File: config.mk
export PLATFORM = sky130hd
export DESIGN_NAME = fft_stg00_ctrl_flat
export DESIGN_NICKNAME = d
export VERILOG_FILES = /design/src/rtl/fft_pkg.sv /design/src/rtl/fft_stg00_ctrl_if.sv /design/src/rtl/fft_flag_dly.sv /design/src/rtl/fft_stg00_ctrl.sv /design/src/flat_wrapper.sv
export SDC_FILE = /design/constraint.sdc
export NUM_CORES = 1
export LEC_CHECK = 0
export BUFFER_PORTS_ARGS = -buffer_cell sky130_fd_sc_hd__buf_2
export CORE_MARGIN = 3
export CORE_UTILIZATION = 45
export CTS_CLUSTER_SIZE = 14
export DETAILED_ROUTE_END_ITERATION = 12
export MAX_ROUTING_LAYER = met4
export PLACE_DENSITY = 0.71
export RECOVER_POWER = 100
export SYNTH_ARGS = -nofsm -noshare
export SYNTH_HDL_FRONTEND = slang
export SYNTH_SLANG_ARGS = --single-unit
export TNS_END_PERCENT = 5
File: constraint.sdc
create_clock -name clk -period 1.23 [get_ports clk]
set_input_delay 0.123 -clock clk [delete_from_list [all_inputs] [get_ports clk]]
set_output_delay 0.123 -clock clk [all_outputs]
set_load 0.01 [all_outputs]
File: src/rtl/fft_pkg.sv
// Shared types for the FFT stage-0 sequencing controller.
package fft_pkg;

    localparam int LANES = 16;
    // Width of the frame index carried through the flag delay line.
    localparam int FRM_W = 4;

    typedef enum logic [1:0] {
        IDLE,
        RUN,
        DRAIN
    } state_t;

    typedef struct packed {
        logic             valid;
        logic             sof;
        logic             eof;
        logic [FRM_W-1:0] cnt;
    } flag_t;

endpackage

File: src/rtl/fft_stg00_ctrl_if.sv
// Input framing and stage-0 control bundle between controller and its neighbours.
interface fft_stg00_ctrl_if #(
    parameter int CNT_W = fft_pkg::FRM_W
);
    logic             din_valid;
    logic             din_sof;
    logic             bfly_en;
    logic             twd_valid;
    logic [CNT_W-1:0] twd_cnt;
    logic             twd_idx;
    logic             out_valid;
    logic             out_sof;
    logic             out_eof;
    logic             busy;
    logic             frame_done;
    logic             err_sof;

    modport master (
        output din_valid, din_sof,
        input  bfly_en, twd_valid, twd_cnt, twd_idx,
        input  out_valid, out_sof, out_eof,
        input  busy, frame_done, err_sof
    );

    modport slave (
        input  din_valid, din_sof,
        output bfly_en, twd_valid, twd_cnt, twd_idx,
        output out_valid, out_sof, out_eof,
        output busy, frame_done, err_sof
    );
endinterface

File: src/rtl/fft_flag_dly.sv
// PIPE_LAT-deep shift of control flags tracking words through stage 0.
module fft_flag_dly
    import fft_pkg::*;
#(
    parameter int PIPE_LAT = 2
) (
    input  logic  clk,
    input  logic  clr_i,
    input  flag_t d_i,
    output flag_t first_o,
    output logic  out_valid_o,
    output logic  out_sof_o,
    output logic  out_eof_o,
    output logic  pend_o
);

    flag_t stg_q [PIPE_LAT];

    always_ff @(posedge clk) begin
        if (clr_i) begin
            for (int i = 0; i < PIPE_LAT; i++) begin
                stg_q[i] <= '0;
            end
        end else begin
            stg_q[0] <= d_i;
            for (int i = 1; i < PIPE_LAT; i++) begin
                stg_q[i] <= stg_q[i-1];
            end
        end
    end

    // Words still in flight after the one leaving the final stage.
    always_comb begin
        pend_o = 1'b0;
        for (int i = 0; i < PIPE_LAT - 1; i++) begin
            pend_o = pend_o | stg_q[i].valid;
        end
    end

    assign first_o     = stg_q[0];
    assign out_valid_o = stg_q[PIPE_LAT-1].valid;
    assign out_sof_o   = stg_q[PIPE_LAT-1].sof;
    assign out_eof_o   = stg_q[PIPE_LAT-1].eof;

endmodule

File: src/rtl/fft_stg00_ctrl.sv
// Stage-0 frame sequencer: frames input words, drives butterfly enable
// and twiddle select, and aligns sof/eof/valid to the stage output.
module fft_stg00_ctrl
    import fft_pkg::*;
#(
    parameter int CNT_W    = FRM_W,
    parameter int PIPE_LAT = 2
) (
    input  logic             clk,
    input  logic             rst,
    fft_stg00_ctrl_if.slave  bus
);

    localparam logic [CNT_W-1:0] LAST = '1;

    state_t           state_q;
    logic [CNT_W-1:0] cnt_q;
    logic [CNT_W-1:0] cnt_d;
    logic [CNT_W-1:0] idx;
    logic             err_q;
    logic             acc;
    logic             pend;
    flag_t            din_f;
    flag_t            twd_f;

    // cnt_q == 0 in RUN only after a wrap: only a new sof may enter then.
    always_comb begin
        acc = 1'b0;
        idx = cnt_q;
        unique case (state_q)
            IDLE, DRAIN: acc = bus.din_valid & bus.din_sof;
            RUN:         acc = bus.din_valid & (bus.din_sof | (cnt_q != '0));
            default:     acc = 1'b0;
        endcase
        if (bus.din_sof) begin
            idx = '0;
        end
        cnt_d = acc ? idx + CNT_W'(1) : cnt_q;
    end

    always_comb begin
        din_f       = '0;
        din_f.valid = acc;
        din_f.sof   = acc & (idx == '0);
        din_f.eof   = acc & (idx == LAST);
        din_f.cnt   = acc ? idx : '0;
    end

    always_ff @(posedge clk) begin
        if (rst) begin
            state_q <= IDLE;
            cnt_q   <= '0;
            err_q   <= 1'b0;
        end else begin
            cnt_q <= cnt_d;
            if (state_q == RUN && acc && bus.din_sof && cnt_q != '0) begin
                err_q <= 1'b1;
            end
            unique case (state_q)
                IDLE: begin
                    if (acc) state_q <= RUN;
                end
                RUN: begin
                    if (!acc && cnt_q == '0) state_q <= DRAIN;
                end
                DRAIN: begin
                    if (acc)        state_q <= RUN;
                    else if (!pend) state_q <= IDLE;
                end
                default: state_q <= IDLE;
            endcase
        end
    end

    fft_flag_dly #(
        .PIPE_LAT (PIPE_LAT)
    ) u_dly (
        .clk         (clk),
        .clr_i       (rst),
        .d_i         (din_f),
        .first_o     (twd_f),
        .out_valid_o (bus.out_valid),
        .out_sof_o   (bus.out_sof),
        .out_eof_o   (bus.out_eof),
        .pend_o      (pend)
    );

    assign bus.bfly_en    = acc;
    assign bus.twd_valid  = twd_f.valid;
    assign bus.twd_cnt    = twd_f.cnt;
    assign bus.twd_idx    = twd_f.cnt[CNT_W-1];
    assign bus.frame_done = bus.out_eof;
    assign bus.busy       = (state_q != IDLE);
    assign bus.err_sof    = err_q;

endmodule
File: src/flat_wrapper.sv
// flat-port wrapper written by rule: the top's interface ports become plain ports
module fft_stg00_ctrl_flat import fft_pkg::*;
#(
    parameter int CNT_W    = FRM_W,
    parameter int PIPE_LAT = 2
)
  (clk, rst, bus_din_valid, bus_din_sof, bus_bfly_en, bus_twd_valid, bus_twd_cnt, bus_twd_idx, bus_out_valid, bus_out_sof, bus_out_eof, bus_busy, bus_frame_done, bus_err_sof);
  fft_stg00_ctrl_if #(.CNT_W(CNT_W)) bus_i ();
  input  logic clk;
  input  logic rst;
  input wire logic [$bits(bus_i.din_valid)-1:0] bus_din_valid;
  input wire logic [$bits(bus_i.din_sof)-1:0] bus_din_sof;
  output wire logic [$bits(bus_i.bfly_en)-1:0] bus_bfly_en;
  output wire logic [$bits(bus_i.twd_valid)-1:0] bus_twd_valid;
  output wire logic [$bits(bus_i.twd_cnt)-1:0] bus_twd_cnt;
  output wire logic [$bits(bus_i.twd_idx)-1:0] bus_twd_idx;
  output wire logic [$bits(bus_i.out_valid)-1:0] bus_out_valid;
  output wire logic [$bits(bus_i.out_sof)-1:0] bus_out_sof;
  output wire logic [$bits(bus_i.out_eof)-1:0] bus_out_eof;
  output wire logic [$bits(bus_i.busy)-1:0] bus_busy;
  output wire logic [$bits(bus_i.frame_done)-1:0] bus_frame_done;
  output wire logic [$bits(bus_i.err_sof)-1:0] bus_err_sof;
  assign bus_i.din_valid = bus_din_valid;
  assign bus_i.din_sof = bus_din_sof;
  assign bus_bfly_en = bus_i.bfly_en;
  assign bus_twd_valid = bus_i.twd_valid;
  assign bus_twd_cnt = bus_i.twd_cnt;
  assign bus_twd_idx = bus_i.twd_idx;
  assign bus_out_valid = bus_i.out_valid;
  assign bus_out_sof = bus_i.out_sof;
  assign bus_out_eof = bus_i.out_eof;
  assign bus_busy = bus_i.busy;
  assign bus_frame_done = bus_i.frame_done;
  assign bus_err_sof = bus_i.err_sof;
  fft_stg00_ctrl #(.CNT_W(CNT_W), .PIPE_LAT(PIPE_LAT)) u_core (.clk(clk), .rst(rst), .bus(bus_i));
endmodule
==> out/qor.csv, run 1 <==
stage,metric,value,unit
status,status,finished with violations,
status,failing checks,setup timing,
drt,starting DRC count in detailed routing,20,
drt,total number of vias,674,
drt,DRC violations left,0,
sta,worst-margin pin slew,264,ps
setup_path,CP required,1460,ps
synthesis,post-synth top area share,45.3,%
setup_path,FF-to-FF End,u_core.cnt_q[2],
floorplan,Placeable Area,0.00154,mm2
floorplan,IO Count,17,
setup_path,crit-path max FO,4,
setup_path,startpoint types,flop,
synthesis,post-synthesis net count,90,
synthesis,post-synthesis sequential area ratio,45.3,%
layout,Layout area overhead,31.5,%
sta,RSZ-0062 raised after global routing,true,
floorplan,Die X-Extent,46.8,um
drt,drt wl/cell,13.8,um
sta,fin crit share,111,%
drt,Initial DRT Pass Iterations,4,
synthesis,XOR/XNOR Fraction of Synth Area,0,%
sta,"Hold Vio Cnt, Final",0,
synthesis,Post-synth EDFFs,0,
cts,CTS Buf Count,3,
pwr,power consumption,1.00,mW
setup_path,"Buf+Inv Stages, Crit Path",0,
cts,worst skew pair latency,300,ps
sta,Max Freq,733,MHz
synthesis,largest family of logic cells by synthesized area,simple AND/OR/NAND/NOR gates,
drt,vias per std cell,5.39,
synthesis,proportion of synthesized area in mux cells,0,%
synthesis,Post-Syn Instances,84,
floorplan,die area,0.00219,mm2
cts,CTS tree,yes,
placed_design,hpwl dp,1.15,mm
layout,antenna diode count,0,
layout,filler cell count in the final layout,136,
cts,Sink Count,17,
pwr,Lkg Pwr,0.410,nW
cts,clk slew on worst S/H paths,100,ps
synthesis,"Cell Area, Synth",751,um2
min_path,hold path depth,2,
setup_path,launch point of the worst path,u_core.cnt_q[0],
grt,initial antenna violation count,0,
placed_design,routability-driven placement congestion ratio,0.879,
setup_path,CP Depth,5,
synthesis,leading area contributor after synthesis,dfxtp_1,
grt,most used routing layer,met2,
synthesis,Commonest cells post-synth,"17 x dfxtp_1, 6 x nand2_1, 6 x nor2_1",
sta,Finish-stage setup viols,7,
min_path,HP Class,input port to flop,
grt,pin count of the biggest net entering global routing,13,
drt,WL final,1.72,mm
layout,post-route cell area,987,um2
layout,nets,116,
grt,vias in the first global route,620,
sta,Fin Setup TNS,-548,ps
synthesis,Yosys reg bits,17,
cts,CTS Hold Bufs,0,
synthesis,top-count cell post-synth,dfxtp_1,
setup_path,critical path start-end classification,flop to flop,
setup_path,crit path to,u_core.cnt_q[2],
setup_path,cell family with most CP delay,simple AND/OR/NAND/NOR gates,
sta,Slew HR,82.2,%
cts,H-Tree Depth,1,
pwr,power per cell area,1020,mW/mm2
sta,final critical-path required period,1360,ps
synthesis,Synth Area in Adders,3.33,%
placed_design,placed cell area,910,um2
drt,Antenna Violating Nets Remaining,0,
layout,layout cells sized above 1,36.7,%
setup_path,reg2reg setup slack,-130,ps
grt,met2 usage,30.1,%
synthesis,number of synthesis warnings,0,
placed_design,IO buf count,16,
setup_path,"slowest stage delay, CP",420,ps
grt,GR Util met3,3.45,%
sta,worst setup margin,-135,ps
synthesis,ys async rst share,0,%
floorplan,Std-Cell Rows,14,
cts,CTS root buf,clkbuf_4,
synthesis,Simple-Gate Fraction of Synth Area,30.5,%
grt,first-pass GRT wire length,2.80,mm
synthesis,Synth Flop Type,dfxtp_1,
setup_path,critical path's slowest cell,or4_1,
synthesis,top post-synthesis cells by area,"dfxtp_1 45%, buf_4 5.0%, nor2b_1 4.2%, ha_1 3.3%, nand2_1 3.0%",
setup_path,crit-path cells,nor2b_4 -> ha_2 -> nand2_1 -> or4_1 -> o211ai_2,
flow_run,max cap viols,0,
pwr,maximum vdd drop,0.000589,V
setup_path,Crit. End Element,flop,
sta,max-slew violations,0,
setup_path,Register-to-Register Path Depth,5,
floorplan,DIE HEIGHT,46.8,um
grt,met1 Use GR,22.3,%
grt,grt total ovfl,0,
grt,GRT Overall Usage,18.6,%
synthesis,Compound-Gate Fraction of Synth Area,11.7,%
setup_path,CP arrival,1600,ps
floorplan,Initial Util,48.7,%
sta,Clock Skew,4.70,ps
synthesis,Syn Area/Cell,8.94,um2
setup_path,startpoint of the worst register-to-register path,u_core.cnt_q[0],
cts,clk buf depth,2,
synthesis,count of cell types in the netlist,30,
==> worst min path at each step <==
stage,slack [ps],startpoint,end
after floorplan,290,bus_din_sof,u_core.u_dly.stg_q[0][0]
after global placement,420,u_core.u_dly.stg_q[0][5],u_core.u_dly.stg_q[0][12]
after detailed placement,430,u_core.u_dly.stg_q[0][4],u_core.u_dly.stg_q[0][11]
after CTS,130,rst,u_core.state_q[0]
after global routing,130,rst,u_core.state_q[0]
final,140,rst,u_core.bus.err_sof
==> placed cells by master, fill, tap and decap left out, types with 4 or more instances in the layout <==
master,count
nand2_1,6
dfxtp_2,5
buf_2,5
buf_4,13
clkbuf_1,11
dfxtp_1,11
inv_1,5
nand3_1,4
nor2b_1,4
nor2_1,5
==> area by class of cell <==
type / count / area [um2] / share of cell area [%]
well taps: 16 / 20.0 / 2.03
clock inverters: 1 / 5.00 / 0.507
clock buffers: 3 / 22.5 / 2.28
repair buffers: 29 / 164 / 16.6
multi-input cells: 54 / 407 / 41.2
flip-flops and latches: 17 / 350 / 35.5
inverters: 5 / 18.8 / 1.90
==> report_power, final <==
group	switching (mW)	internal, mW	total, mW
registers	0.00966	0.560	0.570
clock network	0.186	0.121	0.308
logic	0.0660	0.0602	0.126
==> cell families after synthesis <==
kind of cell | count (synthesis)
buf+inv | 13
fa+ha+maj | 2
compound gates | 13
flops | 17
simple gates | 39
==> through the flow <==
step	utilization [%]	setup WS [ps]	hold slack, ps	std cells
after floorplan	-	-41.8	289	84
after global placement	59.0	-62.0	419	119
after detailed placement	59.0	-82.1	428	119
after CTS	62.5	-143	125	124
after global routing	64.0	-231	134	125
final	64.0	-135	140	125
==> state kept, by name, indices dropped and copies added, names as in the netlist <==
register / cells
u_core.u_dly.stg_q: 10
u_core.cnt_q: 4
u_core.state_q: 2
u_core.bus.err_sof: 1
==> worst register-to-register path: cells and delay by family, from the launching register on <==
kind,cells,cell delay [ps]
flip-flops,1,380
adder cells (fa/ha/maj),1,190
AND/OR/NAND/NOR,3,650
AO/OA/AOI/OAI,1,70
==> routing by layer <==
| layer | share of wire, % | wire [um] | up-vias |
|---|---|---|---|
| met2 | 49 | 850 | 19 |
| li1 | - | - | 336 |
| met5 | 0 | 0 | - |
| met3 | 4.4 | 76 | 4 |
| met4 | 2.1 | 37 | 0 |
| met1 | 44 | 757 | 315 |
==> timing repair <==
item | CTS | global route
pin swaps | 3 | 4
resized for setup | 7 | 5
buffers inserted | 1 | 1
endpoints found under the setup margin | 14 | 16
(Power assumes the default switching activity.)
==> run 2, diff against run 1 <==
- CORE_UTILIZATION: 45 -> 54
- PLACE_DENSITY: 0.71 -> 0.8
- clock period: 1.23 -> 1.6 ns (I/O delays scaled with it)
==> run 2 against run 1 <==
Compared with the run above: the flow now finishes without violations; die area fell by 15%; first-iteration DRC count fell by 70%; largest power group unchanged; non-clock buffer count fell by 11; clock skew rose by 1.8 ps; register-to-register slack improved by 290 ps; hold slack improved by 7.9 ps; final area fell by 16%; critical path type is now flop to output pin; critical path depth fell by 2.
==> out/qor.csv, run 2 (same netlist as run 1, synthesis figures left out) <==
stage,metric,value,unit
status,status,completed,
drt,DRC violations left,0,
sta,Max Freq,674,MHz
drt,Initial DRT Pass Iterations,3,
sta,Slew HR,79.7,%
setup_path,Register-to-Register Path Depth,6,
pwr,Lkg Pwr,0.324,nW
layout,Layout area overhead,10.7,%
floorplan,DIE HEIGHT,43.3,um
cts,H-Tree Depth,1,
sta,Finish-stage setup viols,0,
cts,worst skew pair latency,300,ps
sta,fin crit share,92.8,%
pwr,power per cell area,885,mW/mm2
floorplan,IO Count,17,
layout,filler cell count in the final layout,116,
cts,Sink Count,17,
setup_path,CP arrival,1320,ps
drt,total number of vias,624,
setup_path,startpoint types,flop,
grt,grt total ovfl,0,
min_path,Hold EP,u_core.u_dly.stg_q[0][3],
layout,antenna diode count,0,
layout,"most common cell after layout, fill and taps aside",dfxtp_1,
floorplan,Placeable Area,0.00120,mm2
placed_design,hpwl dp,1.03,mm
layout,Util after Layout,69.2,%
cts,CTS Buf Count,3,
setup_path,crit-path max FO,6,
setup_path,FF-to-FF End,u_core.cnt_q[2],
floorplan,Initial Util,62.5,%
drt,drt wl/cell,12.4,um
floorplan,Die X-Extent,43.3,um
layout,Largest regs,"u_core.u_dly.stg_q x10, u_core.cnt_q x4, u_core.state_q x2",
sta,hold_ws,148,ps
drt,Antenna Violating Nets Remaining,0,
flow_run,max cap viols,0,
cts,clk slew on worst S/H paths,100,ps
min_path,HP Start,bus_din_sof,
setup_path,startpoint of the worst register-to-register path,u_core.cnt_q[1],
layout,Largest register FFs,10,
sta,worst setup margin,115,ps
drt,starting DRC count in detailed routing,6,
cts,CTS tree,yes,
layout,layout cells sized above 1,14.3,%
grt,pin count of the biggest net entering global routing,12,
cts,clk buf depth,2,
sta,Fin Setup TNS,0,ps
cts,CTS Hold Bufs,0,
layout,nets,105,
setup_path,Crit. End Element,output pin,
placed_design,IO buf count,16,
placed_design,routability-driven placement congestion ratio,0.867,
floorplan,Std-Cell Rows,12,
sta,final critical-path required period,1480,ps
layout,most flop-heavy register,u_core.u_dly.stg_q,
sta,"Hold Vio Cnt, Final",0,
min_path,hold path depth,2,
drt,vias per std cell,5.57,
layout,most frequent cells in the layout,"16 x dfxtp_1, 12 x clkbuf_1, 7 x nand2_1",
grt,initial antenna violation count,0,
sta,worst-margin pin slew,303,ps
sta,RSZ-0062 raised after global routing,false,
cts,setup bufs post-CTS,0,
pwr,power consumption,0.735,mW
floorplan,die area,0.00187,mm2
grt,GRT Overall Usage,17.8,%
setup_path,launch point of the worst path,u_core.cnt_q[0],
placed_design,placed cell area,813,um2
cts,CTS root buf,clkbuf_4,
setup_path,reg2reg setup slack,160,ps
placed_design,Cells after DPL,108,
sta,max-slew violations,0,
setup_path,critical path start-end classification,flop to output pin,
grt,vias in the first global route,545,
layout,final std cells w/o fill,112,
sta,Clock Skew,6.54,ps
setup_path,CP required,1440,ps
drt,WL final,1.39,mm
min_path,HP Class,input port to flop,
layout,post-route cell area,831,um2
pwr,maximum vdd drop,0.000611,V
placed_design,Setup WS pre-CTS,172,ps
grt,first-pass GRT wire length,2.33,mm
-- run 2: cell types whose count changed in the layout (fill, tap and decap cells not counted), sizes merged --
cell and delta:
buf -13, clkbuf +2
-- run 2: metal layers --
layer / routed length (um) / up-vias / GRT usage [%]
li1: - / 318 / -
met1: 609 / 290 / 18.6
met2: 672 / 14 / 28.3
met3: 96 / 2 / 7.63
met4: 14 / 0 / 9.04
met5: 0 / - / -
-- run 2: layout make-up --
cell class	count	area (um2)	area share (%)
timing repair buffer	18	80.1	9.64
tap	14	17.5	2.11
sequential	17	342	41.1
clock inverter	1	5.00	0.602
multi-input combinational	54	345	41.6
inverter	5	18.8	2.26
clock buffer	3	22.5	2.71
-- run 2: worst max-delay path by stage --
stage                            endpoint  slack, ps  cells after the start
final                         bus_bfly_en        120                      3
after floorplan           u_core.cnt_q[2]        250                      5
after global placement    u_core.cnt_q[2]        210                      5
after CTS                     bus_bfly_en         60                      3
after global routing          bus_bfly_en         40                      3
after detailed placement  u_core.cnt_q[2]        170                      5
-- run 2: repair_timing --
item                                    CTS  global route
pin swaps                                 0             1
endpoints found under the setup margin    1             2
gates resized for setup                   1             2
gates cloned                              0             0
-- run 2: worst max-delay path, cell delays in order, from the launching register on --
cell	delay (ps)
dfxtp_2	360
nor4_4	360
o22ai_1	160
clkbuf_2	150
-- run 2: power by group --
group          switching (mW)  internal, mW
clock network           0.139        0.0935
logic                  0.0362        0.0268
registers             0.00823         0.432
total                   0.183         0.552
==> run 3, diff against run 2 <==
- HOLD_SLACK_MARGIN: not set -> 0.15
- REMOVE_ABC_BUFFERS: not set -> 1
==> run 3 against run 2 <==
Compared with the run above: hold slack better by 33 ps; sequential share of layout area is 0.062 points lower; clock skew is 5.6 ps lower; register-to-register slack worse by 70 ps; final area is 0.15% higher; first-iteration DRC count grew to 2.8 times the previous value; largest cell class unchanged; highest routed layer unchanged.
==> out/qor.csv, run 3 (same netlist as run 1, synthesis figures left out) <==
stage,metric,value,unit
grt,vias in the first global route,563,
setup_path,Crit. End Element,flop,
pwr,Lkg Pwr,0.328,nW
setup_path,"slowest stage delay, CP",450,ps
floorplan,Die X-Extent,43.3,um
drt,drt wl/cell,13.5,um
layout,most frequent cells in the layout,"16 x dfxtp_1, 12 x clkbuf_1, 7 x nand2_1",
grt,grt total ovfl,0,
grt,first-pass GRT wire length,2.42,mm
layout,layout cells sized above 1,14.4,%
floorplan,Std-Cell Rows,12,
layout,Largest regs,"u_core.u_dly.stg_q x10, u_core.cnt_q x4, u_core.state_q x2",
grt,GRT Overall Usage,17.9,%
pwr,power per cell area,877,mW/mm2
setup_path,crit-path max FO,6,
drt,WL final,1.49,mm
cts,worst skew pair latency,290,ps
sta,Slew HR,78.3,%
setup_path,startpoint types,flop,
sta,Fin Setup TNS,0,ps
setup_path,critical path start-end classification,flop to flop,
layout,"most common cell after layout, fill and taps aside",dfxtp_1,
cts,Sink Count,17,
grt,initial antenna violation count,0,
cts,setup bufs post-CTS,0,
floorplan,Placeable Area,0.00120,mm2
layout,Layout area overhead,10.8,%
sta,"Hold Vio Cnt, Final",0,
drt,vias per std cell,5.85,
grt,pin count of the biggest net entering global routing,14,
floorplan,Initial Util,62.5,%
setup_path,Register-to-Register Path Depth,5,
drt,Initial DRT Pass Iterations,4,
flow_run,max cap viols,0,
cts,CTS root buf,clkbuf_4,
pwr,maximum vdd drop,0.000585,V
min_path,HP Class,input port to flop,
cts,CTS Buf Count,3,
drt,DRC violations left,0,
layout,post-route cell area,832,um2
placed_design,IO buf count,16,
setup_path,CP required,1820,ps
cts,clk slew on worst S/H paths,90,ps
sta,worst-margin pin slew,326,ps
layout,filler cell count in the final layout,121,
cts,CTS tree,yes,
min_path,hold path depth,2,
placed_design,routability-driven placement congestion ratio,0.889,
floorplan,die area,0.00187,mm2
sta,final critical-path required period,1510,ps
layout,nets,104,
sta,RSZ-0062 raised after global routing,false,
setup_path,crit-path cells,nor2b_1 -> ha_1 -> nand2_1 -> or4_1 -> o211ai_2,
sta,fin crit share,94.3,%
status,status,completed,
sta,worst setup margin,90.8,ps
layout,most flop-heavy register,u_core.u_dly.stg_q,
setup_path,critical path's slowest cell,dfxtp_1,
placed_design,Setup WS pre-CTS,154,ps
layout,final std cells w/o fill,111,
drt,starting DRC count in detailed routing,17,
sta,Max Freq,663,MHz
layout,antenna diode count,0,
setup_path,CP arrival,1730,ps
floorplan,IO Count,17,
sta,Finish-stage setup viols,0,
floorplan,DIE HEIGHT,43.3,um
placed_design,hpwl dp,1.05,mm
cts,CTS Hold Bufs,0,
drt,total number of vias,649,
cts,clk buf depth,2,
placed_design,placed cell area,806,um2
sta,max-slew violations,0,
drt,Antenna Violating Nets Remaining,0,
layout,Largest register FFs,10,
cts,H-Tree Depth,1,
sta,Clock Skew,0.918,ps
placed_design,Cells after DPL,107,
==> run 3: path summary, 6_finish.rpt <==
| kind | from | end | slack [ps] |
|---|---|---|---|
| worst min-delay path | rst | u_core.bus.err_sof | 180 |
| worst max-delay path | u_core.cnt_q[0] | u_core.cnt_q[2] | 90 |
| worst min register to register | u_core.u_dly.stg_q[0][5] | u_core.u_dly.stg_q[0][12] | 450 |
| worst max register to register | u_core.cnt_q[0] | u_core.cnt_q[2] | 90 |
==> run 3: area by class of cell <==
| cell class | instances | area [um2] | share of cell area (%) |
|---|---|---|---|
| multi-input cells | 54 | 354 | 42.6 |
| clock inverters | 1 | 5.00 | 0.602 |
| inverters | 5 | 18.8 | 2.26 |
| clock buffers | 3 | 22.5 | 2.71 |
| repair buffers | 17 | 72.6 | 8.72 |
| well taps | 14 | 17.5 | 2.11 |
| flip-flops and latches | 17 | 342 | 41.1 |
==> run 3: repair_timing <==
action,4_1_cts,5_1_grt
cloned,0,0
endpoints found under the setup margin,1,1
pin swaps,0,1
resized for setup,1,2
==> run 3: critical path, delay by kind of cell, from the launching register on <==
family / cells / cell delay [ps]
compound gates: 1 / 70
fa+ha+maj: 1 / 220
simple gates: 3 / 700
flops: 1 / 450
==> run 3: through the flow <==
| step | hold slack (ps) | power (mW) | util (%) |
|---|---|---|---|
| finish | 181 | 0.730 | 69.3 |
| global route | 174 | 0.765 | 69.3 |
| CTS | 180 | 0.734 | 70.1 |
| detailed placement | 436 | 0.512 | 67.1 |
| global placement | 420 | 0.511 | 67.1 |
| floorplan | 229 | 0.482 | - |
==> run 3: report_power, final <==
| group | switching (mW) | total [mW] | internal (mW) |
|---|---|---|---|
| clock network | 0.132 | 0.226 | 0.0931 |
| registers | 0.00867 | 0.440 | 0.431 |
| logic | 0.0376 | 0.0644 | 0.0268 |
==> run 3: metal layers <==
metal / track usage (%) / routed length, um / share of wire [%] / vias to the layer above
met5: - / 0 / 0 / -
met4: 12.0 / 51 / 3.4 / 0
met3: 4.24 / 97 / 6.5 / 7
met2: 27.7 / 688 / 46 / 26
met1: 20.0 / 657 / 44 / 305
li1: - / - / - / 311
